<file path="config.mk">
export PLATFORM = sky130hd
export DESIGN_NAME = ysyx_22041412_axi_arbiter
export DESIGN_NICKNAME = d
export VERILOG_FILES = /design/src/rtl/ysyx_22041412_axi_arbiter.sv
export SDC_FILE = /design/constraint.sdc
export NUM_CORES = 1
export LEC_CHECK = 0
export CORE_AREA = 2 2 212 214
export DETAILED_ROUTE_END_ITERATION = 10
export DIE_AREA = 0 0 214 216
export GPL_TIMING_DRIVEN = 0
export MAX_ROUTING_LAYER = met4
export SKIP_CTS_REPAIR_TIMING = 1
export SLEW_MARGIN = 20
export SYNTH_ARGS = -nofsm -noshare
export SYNTH_HDL_FRONTEND = slang
export SYNTH_SLANG_ARGS = --single-unit
</file>
<file path="constraint.sdc">
create_clock -name clk -period 1.7 [get_ports clk]
set_input_delay 0.34 -clock clk [delete_from_list [all_inputs] [get_ports clk]]
set_output_delay 0.34 -clock clk [all_outputs]
set_load 0.1 [all_outputs]
</file>
<file path="src/rtl/ysyx_22041412_axi_arbiter.sv">
// Shares one downstream AXI-bridge port between the Icache (read refills) and the Dcache
// (refills and write-backs). One whole burst is granted at a time, round-robin between caches.
module ysyx_22041412_axi_arbiter #(
    parameter int ADDR_WIDTH = 32,
    parameter int DATA_WIDTH = 64
) (
    input  logic                  clk,
    input  logic                  rst,

    input  logic                  i_r_valid_i,
    input  logic [ADDR_WIDTH-1:0] i_r_addr_i,
    input  logic [7:0]            i_r_len_i,
    output logic                  i_r_ready_o,
    output logic                  i_r_last_o,
    output logic [DATA_WIDTH-1:0] i_r_data_o,

    input  logic                  d_r_valid_i,
    input  logic [ADDR_WIDTH-1:0] d_r_addr_i,
    input  logic [7:0]            d_r_len_i,
    output logic                  d_r_ready_o,
    output logic                  d_r_last_o,
    output logic [DATA_WIDTH-1:0] d_r_data_o,

    input  logic                  d_w_valid_i,
    input  logic [ADDR_WIDTH-1:0] d_w_addr_i,
    input  logic [7:0]            d_w_len_i,
    input  logic [2:0]            d_w_size_i,
    input  logic [DATA_WIDTH-1:0] d_w_data_i,
    output logic                  d_w_ready_o,
    output logic                  d_w_last_o,

    output logic                  m_r_valid_o,
    output logic [ADDR_WIDTH-1:0] m_r_addr_o,
    output logic [7:0]            m_r_len_o,
    input  logic                  m_r_ready_i,
    input  logic                  m_r_last_i,
    input  logic [DATA_WIDTH-1:0] m_r_data_i,

    output logic                  m_w_valid_o,
    output logic [ADDR_WIDTH-1:0] m_w_addr_o,
    output logic [7:0]            m_w_len_o,
    output logic [2:0]            m_w_size_o,
    output logic [DATA_WIDTH-1:0] m_w_data_o,
    input  logic                  m_w_ready_i,
    input  logic                  m_w_last_i,

    output logic [1:0]            grant_o
);

    // Handshake: a requester holds valid/addr/len for its whole burst; each cycle with
    // ready=1 is one beat, and the beat with ready=1 and last=1 ends the burst.
    typedef enum logic [1:0] {
        IDLE = 2'b00,
        I_RD = 2'b01,
        D_RD = 2'b10,
        D_WR = 2'b11
    } state_e;

    state_e state_q, state_d;
    logic   prefer_i_q, prefer_i_d;
    logic   d_cand;

    always_ff @(posedge clk or negedge rst) begin
        if (!rst) begin
            state_q    <= IDLE;
            prefer_i_q <= 1'b0;
        end else begin
            state_q    <= state_d;
            prefer_i_q <= prefer_i_d;
        end
    end

    // Next-state: arbitrate only in IDLE; otherwise wait for the final beat.
    always_comb begin
        state_d    = state_q;
        prefer_i_d = prefer_i_q;
        d_cand     = d_w_valid_i | d_r_valid_i;
        case (state_q)
            IDLE: begin
                if (i_r_valid_i && (!d_cand || prefer_i_q)) begin
                    state_d = I_RD;
                end else if (d_w_valid_i) begin
                    state_d = D_WR;
                end else if (d_r_valid_i) begin
                    state_d = D_RD;
                end
            end
            I_RD: begin
                if (m_r_ready_i && m_r_last_i) begin
                    state_d    = IDLE;
                    prefer_i_d = 1'b0;
                end
            end
            D_RD: begin
                if (m_r_ready_i && m_r_last_i) begin
                    state_d    = IDLE;
                    prefer_i_d = 1'b1;
                end
            end
            D_WR: begin
                if (m_w_ready_i && m_w_last_i) begin
                    state_d    = IDLE;
                    prefer_i_d = 1'b1;
                end
            end
            default: state_d = IDLE;
        endcase
    end

    // Routing is purely a function of the registered grant, so reset clears every output at once.
    always_comb begin
        i_r_ready_o = 1'b0;
        i_r_last_o  = 1'b0;
        i_r_data_o  = '0;
        d_r_ready_o = 1'b0;
        d_r_last_o  = 1'b0;
        d_r_data_o  = '0;
        d_w_ready_o = 1'b0;
        d_w_last_o  = 1'b0;
        m_r_valid_o = 1'b0;
        m_r_addr_o  = '0;
        m_r_len_o   = '0;
        m_w_valid_o = 1'b0;
        m_w_addr_o  = '0;
        m_w_len_o   = '0;
        m_w_size_o  = '0;
        m_w_data_o  = '0;
        case (state_q)
            I_RD: begin
                m_r_valid_o = i_r_valid_i;
                m_r_addr_o  = i_r_addr_i;
                m_r_len_o   = i_r_len_i;
                i_r_ready_o = m_r_ready_i;
                i_r_last_o  = m_r_last_i;
                i_r_data_o  = m_r_data_i;
            end
            D_RD: begin
                m_r_valid_o = d_r_valid_i;
                m_r_addr_o  = d_r_addr_i;
                m_r_len_o   = d_r_len_i;
                d_r_ready_o = m_r_ready_i;
                d_r_last_o  = m_r_last_i;
                d_r_data_o  = m_r_data_i;
            end
            D_WR: begin
                m_w_valid_o = d_w_valid_i;
                m_w_addr_o  = d_w_addr_i;
                m_w_len_o   = d_w_len_i;
                m_w_size_o  = d_w_size_i;
                m_w_data_o  = d_w_data_i;
                d_w_ready_o = m_w_ready_i;
                d_w_last_o  = m_w_last_i;
            end
            default: ;
        endcase
    end

    assign grant_o = state_q;

endmodule

</file>
==> impl_metrics.tcl, run 1 <==
set metrics [dict create \
    routed_wl_mm 31.4 \
    seq_area_frac_synth_pct 2.97 \
    gp_congestion 0.890 \
    rows 77 \
    drt_iter0_drc 97 \
    synth_area_um2 2530 \
    final-hold-violation-count 0 \
    fin_area_um2 10500 \
    clock_sinks 3 \
    r2r_end "prefer_i_q" \
    rr_startpoint "grant_o[1]" \
    grt_remaining_overflow 0 \
    hold_ws_ps 300 \
    synth.mux.area_fraction_pct 0 \
    synth_warnings 0 \
    rr_worst_depth 7 \
    worstHoldPathType "input port to asynchronous set/reset pin" \
    numPortBuffers 544 \
    remaining_drc_errors 0 \
    synth_top_family_by_area "simple AND/OR/NAND/NOR gates" \
    drt-wirelength-per-cell_um 20.3 \
    maxSlewHeadroom_pct 27.3 \
    tritoncts "built" \
    maxCapViolCount 0 \
    synth_compound_area_share_pct 16.0 \
    cp.required_ps 1360 \
    failed_checks "setup timing" \
    vias_per_cell 3.29 \
    critPathKind "flip-flop to primary output" \
    yosys.area_share.xor_xnor_pct 0 \
    utilization_pct 24.0 \
    pre_cts_ws_ps -1500 \
    grt_max_degree 11 \
    rsz0062_at_grt "true" \
    grt_pass1_vias 5553 \
    coreArea_um2 43800 \
    regToRegSetupSlack_ps 130 \
    area.growth.synth_to_final_pct 316 \
    setup_ws_ps -511 \
    arrival_ps 1870 \
    clock_latency_ps 220 \
    start_util_pct 5.77 \
    period_minus_slack_ps 2210 \
    dieArea_um2 46200 \
    clock_skew_ps 1.95 \
    die_h_um 216 \
    ys_ff_latch 3 \
    pin_count 545 \
    start_kind "flip-flop" \
    final_max_slew_viol_count 0 \
    clock_path_buffers 2 \
    synthesis.nets 658 \
    avgSynthCellArea_um2 6.42 \
    crit_path_max_fanout 11 \
    tightestPinTransition_ps 1090 \
    grt_pass1_wl_mm 41.8 \
    placed_area_um2 10000 \
    p_per_area_nw_per_um2 2270 \
    yosysUniqueCellTypes 26 \
    h-tree-depth 1 \
    dr.pass1.iters 4 \
    grt_usage_pct 13.2 \
    setup_viol 284 \
    peakVddDrop_mv 1.09 \
    synth-simple-area-share_pct 71.4 \
    clock-root-buffer "clkbuf_16" \
    antenna_found_initial 11 \
    yosys.area_share.adder_pct 1.98 \
    ant_nets 0 \
    drive_above_1_share_pct 70.1 \
    final_nets 1208 \
    cp-end-kind "primary output" \
    n_fill_cell 4734 \
    period_share_pct 130 \
    p_leak_nw 4.53 \
    dpl.hpwl_mm 28.1 \
    fp.dieW_um 214 \
    path_clk_slew_ps 30 \
    fmax_mhz 452 \
    final.setup.tns_ps -113800 \
    cts_made_buffers 3 \
    synthesis.instances 394 \
    vias 5094 \
    status "finished, violations left" \
]
state kept, by name, summed over array words and instances, names as in the netlist:
name        flops
grant_o         2
prefer_i_q      1
Yosys cell counts:
| library cell | n | share of area [%] |
|---|---|---|
| or3_1 | 1 | 0.25 |
| a32oi_1 | 1 | 0.35 |
| and3_1 | 1 | 0.25 |
| a22oi_1 | 41 | 12 |
| o2bb2ai_1 | 1 | 0.35 |
| nand2b_1 | 1 | 0.25 |
| ha_1 | 4 | 2.0 |
| dfrtp_1 | 3 | 3.0 |
| o2111ai_1 | 1 | 0.35 |
| a211oi_1 | 1 | 0.30 |
| nor2_1 | 2 | 0.30 |
| and2_1 | 242 | 60 |
| a21boi_0 | 2 | 0.59 |
| a21bo_1 | 1 | 0.40 |
| buf_2 | 20 | 4.0 |
| nand2_1 | 1 | 0.15 |
| clkbuf_1 | 16 | 2.4 |
| a21bo_2 | 1 | 0.40 |
| buf_4 | 1 | 0.30 |
| nor2b_1 | 41 | 10 |
| inv_1 | 3 | 0.45 |
| a21oi_1 | 2 | 0.40 |
| o21ai_0 | 2 | 0.40 |
| o311ai_1 | 1 | 0.35 |
| clkbuf_2 | 3 | 0.59 |
| nand3_1 | 1 | 0.20 |
cell families after synthesis:
| logic type | count (synthesis) |
|---|---|
| flops | 3 |
| compound gates | 54 |
| fa+ha+maj | 4 |
| simple gates | 290 |
| buf+inv | 43 |
where the power goes:
part / switching [mW] / internal (mW)
registers: 0.0663 / 0.125
clock network: 0.0624 / 0.309
logic: 16.1 / 7.24
cell type report:
cell class              instances  area, um^2  share of cell area (%)
clock buffers                   4        78.8                   0.748
inverters                       3        16.3                   0.154
diodes                         12        30.0                   0.285
well taps                     592         741                    7.03
multi-input cells             348        3370                    32.0
repair buffers                545        5750                    54.6
plain buffers                  40         460                    4.37
flip-flops and latches          3        82.6                   0.784
critical path, stage by stage, from the launching register on:
cell	delay, ps
dfrtp_4	510
ha_4	180
buf_12	150
buf_12	150
a22oi_2	380
nor2b_4	80
buf_12	180
through the flow:
stage	instances	total power [mW]
after floorplan	394	17.5
after global placement	1530	22.7
after detailed placement	1530	22.7
after CTS	1534	23.2
after global routing	1544	24.6
final	1547	23.9
layer usage:
layer  share of wire [%]  track usage [%]  vias up
met2                  56             25.5      349
met3                 9.2             4.28       26
met1                  33             12.1     2344
met4                 2.5             4.71        0
met5                   0                -        -
li1                    -                -     2375
layout by cell type (no fill, tap or decap), drive strengths merged:
| cell | count |
|---|---|
| nor2b | 41 |
| o21ai | 2 |
| diode | 12 |
| dlymetal6s2s | 1 |
| o2bb2ai | 1 |
| or3 | 1 |
| dfrtp | 3 |
| a21boi | 2 |
| a21bo | 2 |
| nand2b | 1 |
| nand2 | 1 |
| a32oi | 1 |
| buf | 226 |
| ha | 4 |
| o2111ai | 1 |
| a211oi | 1 |
| inv | 3 |
| nor2 | 2 |
| nand3 | 1 |
| and2 | 242 |
| o311ai | 1 |
| a22oi | 41 |
| clkbuf | 103 |
| a21oi | 2 |
| clkdlybuf4s50 | 259 |
| and3 | 1 |
how the worst max path moves through the flow:
stage          cells after the start             to  slack [ps]        from
6_report                           6   m_r_len_o[0]        -510  grant_o[1]
5_1_grt                            7   m_r_len_o[4]        -540  grant_o[0]
4_1_cts                            6  d_r_data_o[6]       -1740  grant_o[0]
3_5_place_dp                       6  d_r_data_o[6]       -1500  grant_o[0]
3_3_place_gp                       6  d_r_data_o[6]       -1530  grant_o[0]
2_1_floorplan                      6  m_r_addr_o[0]        -400  grant_o[0]
Power figures use the tool's default switching activity.
==> run 2, diff against run 1 <==
Settings changed: CORE_AREA 2 2 212 214 to 2 2 214 216, DIE_AREA 0 0 214 216 to 0 0 216 218, DONT_BUFFER_PORTS from default to 1.
==> impl_metrics.tcl, run 2 (same netlist as run 1, synthesis figures left out) <==
set metrics [dict create \
    start_util_pct 5.64 \
    arrival_ps 2170 \
    vias_per_cell 3.09 \
    coreArea_um2 44900 \
    cp.required_ps 1360 \
    antenna_found_initial 1 \
    final-hold-violation-count 0 \
    drive_above_1_share_pct 93.3 \
    remaining_drc_errors 0 \
    ant_nets 0 \
    worstHoldPathType "input port to flip-flop" \
    routed_wl_mm 22.6 \
    clock_path_buffers 2 \
    utilization_pct 10.8 \
    pre_cts_ws_ps -748 \
    maxCapViolCount 0 \
    final_common_cell "and2_4" \
    tightestPinTransition_ps 695 \
    hold_ws_ps 342 \
    regToRegSetupSlack_ps -80 \
    cts_made_buffers 3 \
    die_h_um 218 \
    maxSlewHeadroom_pct 53.6 \
    crit_path_max_fanout 11 \
    fmax_mhz 398 \
    final_max_slew_viol_count 0 \
    clock-root-buffer "clkbuf_16" \
    tritoncts "built" \
    dr.pass1.iters 4 \
    vias 3105 \
    failed_checks "setup timing" \
    drt-wirelength-per-cell_um 22.5 \
    grt_pass1_wl_mm 26.8 \
    setup_viol 286 \
    path_clk_slew_ps 30 \
    cp-end-kind "primary output" \
    rows 78 \
    period_share_pct 148 \
    drt_iter0_drc 122 \
    clock_latency_ps 220 \
    final_nets 668 \
    grt_pass1_vias 3015 \
    period_minus_slack_ps 2510 \
    h-tree-depth 1 \
    grt_usage_pct 8.76 \
    grt_remaining_overflow 0 \
    pin_count 545 \
    dieArea_um2 47100 \
    grt_max_degree 11 \
    area.growth.synth_to_final_pct 92.2 \
    largest_reg_flops 2 \
    numPortBuffers 0 \
    clock_sinks 3 \
    fp.dieW_um 216 \
    final_cell_mix "and2_4 (242), a22oi_2 (41), nor2b_4 (41)" \
    status "finished, violations left" \
    gp_congestion 0.954 \
    setup_ws_ps -812 \
    clock_skew_ps 1.99 \
    start_kind "flip-flop" \
    n_fill_cell 5134 \
    critPathKind "flip-flop to primary output" \
    dpl.hpwl_mm 20.2 \
    rsz0062_at_grt "true" \
]
run 2: layout make-up:
class	count	area [um^2]	area share, %
Antenna cell	2	5.00	0.103
Buffer	40	437	8.98
Sequential cell	3	82.6	1.70
Timing Repair Buffer	5	75.1	1.54
Tap cell	600	751	15.4
Clock buffer	4	78.8	1.62
Multi-Input combinational cell	348	3420	70.3
Inverter	3	16.3	0.335
run 2: routing by layer:
layer	wire (um)	track usage (%)	part of all wire (%)
met3	1970	2.13	8.7
met4	695	3.06	3.1
met5	0	-	0
met2	12700	17.2	56
met1	7220	8.22	32
run 2: path summary, 6_finish.rpt:
kind,start,endpoint,cells after the start
max,grant_o[0],m_r_len_o[3],6
min,d_r_valid_i,grant_o[0],2
max reg2reg,grant_o[0],grant_o[1],5
min reg2reg,prefer_i_q,prefer_i_q,2
max in group asynchronous,rst,grant_o[1],1
min in group asynchronous,rst,prefer_i_q,1
run 2: metrics by stage:
stage | TNS [ps] | area, um^2 | instances
after global placement | -150610 | 4600 | 994
after global routing | -204900 | 4860 | 1004
after CTS | -224790 | 4680 | 998
after detailed placement | -156990 | 4600 | 994
final | -181510 | 4860 | 1005
after floorplan | -71870 | 3850 | 394
run 2: worst max-delay path: stages (launching register included):
cell	delay [ps]
dfrtp_4	640
inv_4	150
ha_4	150
buf_12	160
buf_12	160
a22oi_2	100
nor2b_4	570
Power of run 2 is not shown: default switching activity piles up to over one toggle a cycle in this logic, so the estimate is an artifact.
==> run 3, diff against run 2 <==
Settings changed: CTS_CLUSTER_DIAMETER from default to 100, SLEW_MARGIN 20 to 0.
Clock period 1.7 ns to 3.15 ns, I/O delays scaled along.
==> impl_metrics.tcl, run 3 (same netlist as run 1, synthesis figures left out) <==
set metrics [dict create \
    status "finished clean" \
    rsz0062_at_grt "true" \
    period_share_pct 96.3 \
    path_clk_slew_ps 30 \
    drt-wirelength-per-cell_um 28.6 \
    largest_reg_flops 2 \
    dr.pass1.iters 4 \
    rows 78 \
    ant_nets 0 \
    cp-end-kind "primary output" \
    clock_sinks 3 \
    fmax_mhz 330 \
    clock-root-buffer "clkbuf_16" \
    final_cell_mix "and2_2 (193), a22oi_1 (41), nor2b_4 (41)" \
    fp.dieW_um 216 \
    maxSlewHeadroom_pct 28.8 \
    setup_ws_ps 117 \
    remaining_drc_errors 0 \
    h-tree-depth 1 \
    clock_skew_ps 0.485 \
    tightestPinTransition_ps 1070 \
    setup_viol 0 \
    tritoncts "built" \
    pin_count 545 \
    drt_iter0_drc 196 \
    antenna_found_initial 31 \
    dpl.hpwl_mm 26.2 \
    grt_pass1_vias 3143 \
    maxCapViolCount 0 \
    arrival_ps 2400 \
    n_fill_cell 5253 \
    grt_pass1_wl_mm 34.2 \
    period_minus_slack_ps 3030 \
    grt_remaining_overflow 0 \
    final-hold-violation-count 0 \
    vias 3229 \
    gp_congestion 0.985 \
    dieArea_um2 47100 \
    final.setup.tns_ps 0 \
    routed_wl_mm 29.0 \
    worstHoldPathType "input port to asynchronous set/reset pin" \
    critPathKind "flip-flop to primary output" \
    start_kind "flip-flop" \
    area.growth.synth_to_final_pct 62.9 \
    final_max_slew_viol_count 0 \
    die_h_um 218 \
    drive_above_1_share_pct 76.6 \
    multi_input_area_um2 2910 \
    numPortBuffers 0 \
    final_nets 663 \
    pre_cts_ws_ps -1010 \
    crit_path_max_fanout 10 \
    clock_latency_ps 230 \
    grt_max_degree 11 \
    coreArea_um2 44900 \
    cts_made_buffers 3 \
    cp.required_ps 2520 \
    start_util_pct 5.64 \
    final_common_cell "and2_2" \
    vias_per_cell 3.18 \
    grt_usage_pct 11.5 \
    final-seq-area_um2 82.6 \
    clock_path_buffers 2 \
]
[run 3: final timing paths]
path,endpoint,cells after the start,slack [ps],startpoint
max in group asynchronous,grant_o[0],0,2970,rst
setup / recovery,d_w_last_o,3,120,grant_o[0]
hold / removal,grant_o[1],0,100,rst
setup reg to reg,grant_o[0],5,1150,grant_o[1]
min in group clk,prefer_i_q,2,600,prefer_i_q
hold reg to reg,prefer_i_q,2,600,prefer_i_q
[run 3: cell type report]
| class | count | area share, % |
|---|---|---|
| Multi-Input combinational cell | 348 | 70.5 |
| Sequential cell | 3 | 2.00 |
| Antenna cell | 16 | 0.971 |
| Inverter | 3 | 0.334 |
| Buffer | 40 | 6.07 |
| Clock buffer | 4 | 1.91 |
| Tap cell | 600 | 18.2 |
[run 3: critical path: stages (launching register included)]
cell and delay, ps:
dfrtp_4 650, ha_1 280, clkbuf_1 320, and2_1 900
[run 3: stage by stage]
| step | std cells | hold WS, ps | utilization (%) | area, um^2 |
|---|---|---|---|---|
| floorplan | 394 | 334 | - | 2630 |
| global placement | 994 | 335 | 7.54 | 3380 |
| detailed placement | 994 | 335 | 7.56 | 3390 |
| CTS | 998 | 97.4 | 7.73 | 3470 |
| global route | 1014 | 94.7 | 9.18 | 4120 |
| finish | 1014 | 99.9 | 9.18 | 4120 |
[run 3: routing by layer]
metal / global-route usage, % / routed length (um) / vias to the layer above
li1: - / - / 1279
met1: 10.2 / 8830 / 1503
met2: 22.9 / 15900 / 388
met3: 3.85 / 3250 / 59
met4: 3.22 / 966 / 0
met5: - / 0 / -
Power of run 3 is left out for the same reason.
